<file path="src/rtl/overlay_fetch.sv">
// rtl/overlay_fetch.sv - overlay bitmap prefetcher: SDRAM ch1 words to one ABGR4444 pixel per strobe
module overlay_fetch #(
  parameter int DEPTH = 4,
  parameter int AW    = 24
) (
  input  logic          clk,
  input  logic          reset,
  input  logic          enable,
  input  logic          ce_pix,
  input  logic          hblank,
  input  logic          vblank,
  input  logic          vsync,
  output logic          mem_req,
  output logic [AW-1:0] mem_addr,
  input  logic          mem_ack,
  input  logic [31:0]   mem_data,
  output logic [3:0]    bg_r,
  output logic [3:0]    bg_g,
  output logic [3:0]    bg_b,
  output logic [3:0]    bg_a,
  output logic          underrun
);
  localparam int          PW   = $clog2(DEPTH);
  localparam logic [PW:0] FULL = (PW+1)'(DEPTH);

  typedef enum logic [1:0] { IDLE, PRIME, RUN } state_t;

  state_t        state_q, state_d;
  logic [31:0]   fifo_q [DEPTH];
  logic [PW-1:0] wr_ptr_q, wr_ptr_d;
  logic [PW-1:0] rd_ptr_q, rd_ptr_d;
  logic [PW:0]   count_q, count_d;
  logic [AW-1:0] addr_q, addr_d;
  logic [AW-1:0] req_addr_q, req_addr_d;
  logic          half_q, half_d;
  logic          out_q, out_d;
  logic          drop_q, drop_d;
  logic          req_q, req_d;
  logic          underrun_q, underrun_d;
  logic [15:0]   pix_q, pix_d;
  logic          vsync_q;

  logic          frame_start, active, ack_v, issue, push, consume, pop;
  logic [31:0]   head;

  assign frame_start = vsync & ~vsync_q;
  assign active      = (state_q != IDLE);
  assign ack_v       = mem_ack & out_q;
  assign head        = fifo_q[rd_ptr_q];
  // A request never issues on a restart cycle so the flush cannot race a fresh fetch.
  assign issue       = enable & active & ~frame_start & ~out_q & (count_q != FULL);
  assign push        = enable & active & ~frame_start & ack_v & ~drop_q;
  assign consume     = enable & (state_q == RUN) & ~frame_start & ce_pix & ~hblank & ~vblank;
  assign pop         = consume & (count_q != '0) & half_q;

  assign mem_req  = req_q;
  assign mem_addr = req_addr_q;
  assign {bg_a, bg_b, bg_g, bg_r} = pix_q;
  assign underrun = underrun_q;

  // Next state: FSM, single-outstanding request tracking, FIFO pointers and pixel output.
  always_comb begin
    state_d    = state_q;
    wr_ptr_d   = wr_ptr_q;
    rd_ptr_d   = rd_ptr_q;
    count_d    = count_q;
    addr_d     = addr_q;
    req_addr_d = req_addr_q;
    half_d     = half_q;
    out_d      = out_q;
    drop_d     = drop_q;
    req_d      = 1'b0;
    underrun_d = underrun_q;
    pix_d      = pix_q;

    if (ack_v) begin
      out_d  = 1'b0;
      drop_d = 1'b0;
    end
    if (issue) begin
      out_d      = 1'b1;
      req_d      = 1'b1;
      req_addr_d = addr_q;
    end

    if (!enable) begin
      state_d  = IDLE;
      wr_ptr_d = '0;
      rd_ptr_d = '0;
      count_d  = '0;
      half_d   = 1'b0;
      pix_d    = '0;
      if (out_q && !ack_v) drop_d = 1'b1;
    end else if (frame_start) begin
      state_d    = PRIME;
      wr_ptr_d   = '0;
      rd_ptr_d   = '0;
      count_d    = '0;
      addr_d     = '0;
      half_d     = 1'b0;
      underrun_d = 1'b0;
      if (out_q && !ack_v) drop_d = 1'b1;
    end else begin
      if (push) begin
        wr_ptr_d = wr_ptr_q + 1'b1;
        addr_d   = addr_q + AW'(2);
      end
      if (pop) rd_ptr_d = rd_ptr_q + 1'b1;
      if (push && !pop)      count_d = count_q + 1'b1;
      else if (pop && !push) count_d = count_q - 1'b1;
      if (consume) begin
        if (count_q != '0) begin
          pix_d  = half_q ? head[31:16] : head[15:0];
          half_d = ~half_q;
        end else begin
          pix_d      = '0;
          underrun_d = 1'b1;
        end
      end
      if (state_q == PRIME && count_q == FULL) state_d = RUN;
    end
  end

  // FIFO storage needs no reset: count and pointers define what is valid.
  always_ff @(posedge clk) begin
    if (push) fifo_q[wr_ptr_q] <= mem_data;
  end

  // State and control registers.
  always_ff @(posedge clk or posedge reset) begin
    if (reset) begin
      state_q    <= IDLE;
      wr_ptr_q   <= '0;
      rd_ptr_q   <= '0;
      count_q    <= '0;
      addr_q     <= '0;
      req_addr_q <= '0;
      half_q     <= 1'b0;
      out_q      <= 1'b0;
      drop_q     <= 1'b0;
      req_q      <= 1'b0;
      underrun_q <= 1'b0;
      pix_q      <= '0;
      vsync_q    <= 1'b0;
    end else begin
      state_q    <= state_d;
      wr_ptr_q   <= wr_ptr_d;
      rd_ptr_q   <= rd_ptr_d;
      count_q    <= count_d;
      addr_q     <= addr_d;
      req_addr_q <= req_addr_d;
      half_q     <= half_d;
      out_q      <= out_d;
      drop_q     <= drop_d;
      req_q      <= req_d;
      underrun_q <= underrun_d;
      pix_q      <= pix_d;
      vsync_q    <= vsync;
    end
  end

endmodule

</file>
<file path="config.mk">
export PLATFORM = sky130hd
export DESIGN_NAME = overlay_fetch
export DESIGN_NICKNAME = d
export VERILOG_FILES = /design/src/rtl/overlay_fetch.sv
export SDC_FILE = /design/constraint.sdc
export NUM_CORES = 1
export LEC_CHECK = 0
export BUFFER_PORTS_ARGS = -buffer_cell sky130_fd_sc_hd__buf_2
export CAP_MARGIN = 20
export CORE_ASPECT_RATIO = 0.75
export CORE_MARGIN = 2
export CORE_UTILIZATION = 59
export DETAILED_ROUTE_END_ITERATION = 8
export GPL_ROUTABILITY_DRIVEN = 0
export PLACE_DENSITY = 0.8
export SLEW_MARGIN = 20
export SYNTH_ARGS = -nofsm -noshare
export SYNTH_HDL_FRONTEND = slang
export SYNTH_SLANG_ARGS = --single-unit
</file>
<file path="constraint.sdc">
create_clock -name clk -period 3.45 [get_ports clk]
set_input_delay 0.69 -clock clk [delete_from_list [all_inputs] [get_ports clk]]
set_output_delay 0.69 -clock clk [all_outputs]
set_load 0.02 [all_outputs]
</file>
==> results.json <==
{
  "multi_input_area_sq_mm": 0.00239,
  "initialDrtViolationCount": 400,
  "pin_count": 82,
  "cts_setup_buffers": 0,
  "overflow": 0,
  "fp.dieH_um": 107,
  "worstSetupStartpointType": "flip-flop",
  "synth_nets": 559,
  "fillers": 852,
  "maxSlewHeadroom": 0.280,
  "grt_pass1_wl_um": 26000,
  "drt_first_pass_iters": 5,
  "path_max_fanout": 3,
  "area_growth_syn_to_layout_pct": 15.6,
  "cts_tree": "built",
  "rows": 37,
  "portBuffers": 80,
  "clockBufferDepth": 3,
  "slowest_stage": "nor4b_1",
  "start_util": 0.606,
  "crit_buf_inv": 0,
  "synth.distinct_cells": 43,
  "drt-wirelength-per-cell_um": 20.7,
  "holdBufCountCts": 0,
  "fin_crit_sh": 0.843,
  "reg2reg_slack_ns": 0.54,
  "postSynthCellCount": 512,
  "clock_skew_ns": 0.0196,
  "grt_usage": 0.223,
  "seqCellArea_sq_mm": 0.00577,
  "finalPower_mw": 5.00,
  "synth_compound_area_frac": 0.0435,
  "hold_path.class": "input pin to asynchronous set/reset pin",
  "status": "completed",
  "muxShareOfSynthArea": 0.154,
  "nNetsFinal": 649,
  "yosys.area_share.xor_xnor": 0.00315,
  "grt_pass1_vias": 4836,
  "coreArea_sq_mm": 0.0137,
  "synth_ff_type": "edfxtp_1",
  "peakVddDrop_v": 0.000522,
  "fmax_mhz": 344,
  "grt_max_degree": 33,
  "route.detailed.drc": 0,
  "clk_latency_ns": 0.50,
  "leakage_nw": 3.90,
  "period_minus_slack_ns": 2.91,
  "synth.yosys.seq_area_share": 0.692,
  "fin_setup_tns_ns": 0,
  "synth_seq_cells": 205,
  "maxCapViolCount": 0,
  "synth-simple-area-share": 0.0734,
  "timing_hold_violations_final": 0,
  "place_hpwl_um": 10200,
  "preCtsSetupSlack_ns": 0.260,
  "synth-edff-count": 128,
  "tightest_slew_ns": 1.08,
  "synth_fa_ha_area_frac": 0.0114,
  "path_delay_family": "simple AND/OR/NAND/NOR gates",
  "syn_area_per_cell_sq_um": 16.3,
  "rr_startpoint": "state_q[0]",
  "cp.required_ns": 3.86,
  "crit_type": "flip-flop to flip-flop",
  "dr_total_vias": 4862,
  "r2r_end": "count_q[2]",
  "vias_per_cell": 6.15,
  "rsz0062_at_grt": "no",
  "ff2ff_path_depth": 8,
  "crit_arrival_ns": 3.32,
  "die_w_um": 141,
  "post-route-util": 0.701,
  "drtAntennaViolNets": 0,
  "powerDensity_mw_per_mm2": 519,
  "yosysWarnings": 0,
  "diodes": 0,
  "path_common_cell": "or3_1",
  "endpoint_kind": "flip-flop",
  "synth_area_sq_mm": 0.00833,
  "drive_gt1_frac": 0.315,
  "htreeDepth": 1,
  "async_flop_share": 0.376,
  "cp_slowest_stage_delay_ns": 0.62,
  "drt-total-wl_um": 16400,
  "cts_buffers": 20,
  "worstPathCellList": "nor4b_1, nand4_1, or3_1, ha_1, fa_1, xnor2_1, or3_1, a21oi_1",
  "cts_resized": 0,
  "numClockSinks": 205,
  "antenna_found_initial": 0,
  "cts_root_buffer": "clkbuf_16",
  "setup_violations": 0,
  "cts.clk_slew.worst_paths_ns": 0.06,
  "synth_top_family_by_area": "multiplexers",
  "dieArea_sq_mm": 0.0151,
  "finalMaxSlewViolations": 0,
  "setup_ws_ns": 0.542
}
-- cells in the final DEF (no fill, tap or decap), types with 16 or more instances in the layout --
cell and count:
a21oi_1 16, mux2_4 18, nand2_1 40, mux4_2 32, buf_2 80, clkbuf_16 21, o21ai_0 28, dfrtp_1 76
edfxtp_1 128, mux2i_1 24
-- layout make-up --
| class | instances | area share |
|---|---|---|
| Sequential cell | 205 | 0.599 |
| Timing Repair Buffer | 92 | 0.0535 |
| Clock inverter | 11 | 0.0138 |
| Inverter | 14 | 0.00558 |
| Multi-Input combinational cell | 269 | 0.248 |
| Tap cell | 175 | 0.0227 |
| Clock buffer | 25 | 0.0571 |
-- registers in the layout, summed over array words and instances (netlist names) --
signal and count:
half_q 1, underrun 1, wr_ptr_q 2, count_q 3, state_q 2, pix_q 16, rd_ptr_q 2, vsync_q 1
mem_req 1, fifo_q 128, mem_addr 23, drop_q 1, out_q 1, addr_q 23
-- worst max-delay path by stage --
stage	startpoint	endpoint	slack [ns]	depth (start not counted)
detailed placement	hblank	count_q[2]	0.26	9
floorplan	vsync	fifo_q[0][0]	0.50	6
global placement	hblank	count_q[2]	0.38	9
global route	state_q[0]	count_q[2]	0.40	8
finish	state_q[0]	count_q[2]	0.54	8
CTS	state_q[0]	count_q[2]	0.60	8
-- kinds of logic after synthesis --
family          after synthesis
compound gates               62
other cells                   1
mux                          79
fa+ha+maj                     7
flops                       205
buf+inv                      38
xor+xnor                      3
simple gates                117
-- per-layer routing --
| layer | track usage | vias up | share of wire |
|---|---|---|---|
| met4 | 0.0643 | 0 | 0.023 |
| li1 | - | 2148 | - |
| met1 | 0.327 | 2461 | 0.41 |
| met2 | 0.351 | 223 | 0.48 |
| met3 | 0.0415 | 30 | 0.083 |
| met5 | 0 | - | 0 |
-- through the flow --
| stage | area, sq um | hold WS (ns) | cells |
|---|---|---|---|
| 5_1_grt | 9640 | 0.202 | 791 |
| 2_1_floorplan | 8330 | 0.471 | 512 |
| 3_5_place_dp | 8950 | 0.465 | 755 |
| 4_1_cts | 9640 | 0.181 | 791 |
| 6_report | 9640 | 0.177 | 791 |
| 3_3_place_gp | 8950 | 0.457 | 755 |
-- synthesized netlist by cell type, drive strengths merged, types with 2 or more instances --
library cell,instances,area (sq um)
o311ai,4,35.0
edfxtp,128,3840
or3,10,62.6
xnor2,2,17.5
nand2,40,150
and2,5,31.3
nand4,7,43.8
mux4,32,721
o21ai,28,140
nor2b,2,12.5
nor2,10,37.5
a21oi,16,80.1
o31ai,7,52.6
o2111ai,2,17.5
clkbuf,14,52.6
dfrtp,77,1930
or2,11,68.8
inv,14,52.6
nor3,2,10.0
mux2i,24,240
a211oi,2,15.0
or4,8,60.1
nor4,6,37.5
and3,2,12.5
buf,10,71.3
mux2,23,327
nand3,9,45.0
ha,6,75.1
-- power by group --
| part | total (mW) | internal [mW] | leakage [nW] | switching, mW |
|---|---|---|---|---|
| combinational | 0.121 | 0.0397 | 1.35 | 0.0810 |
| clock | 2.25 | 1.36 | 0.331 | 0.892 |
| sequential | 2.63 | 2.62 | 2.22 | 0.00870 |
| total | 5.00 | 4.02 | 3.90 | 0.982 |
No activity file was read; power rests on OpenSTA's default activity.
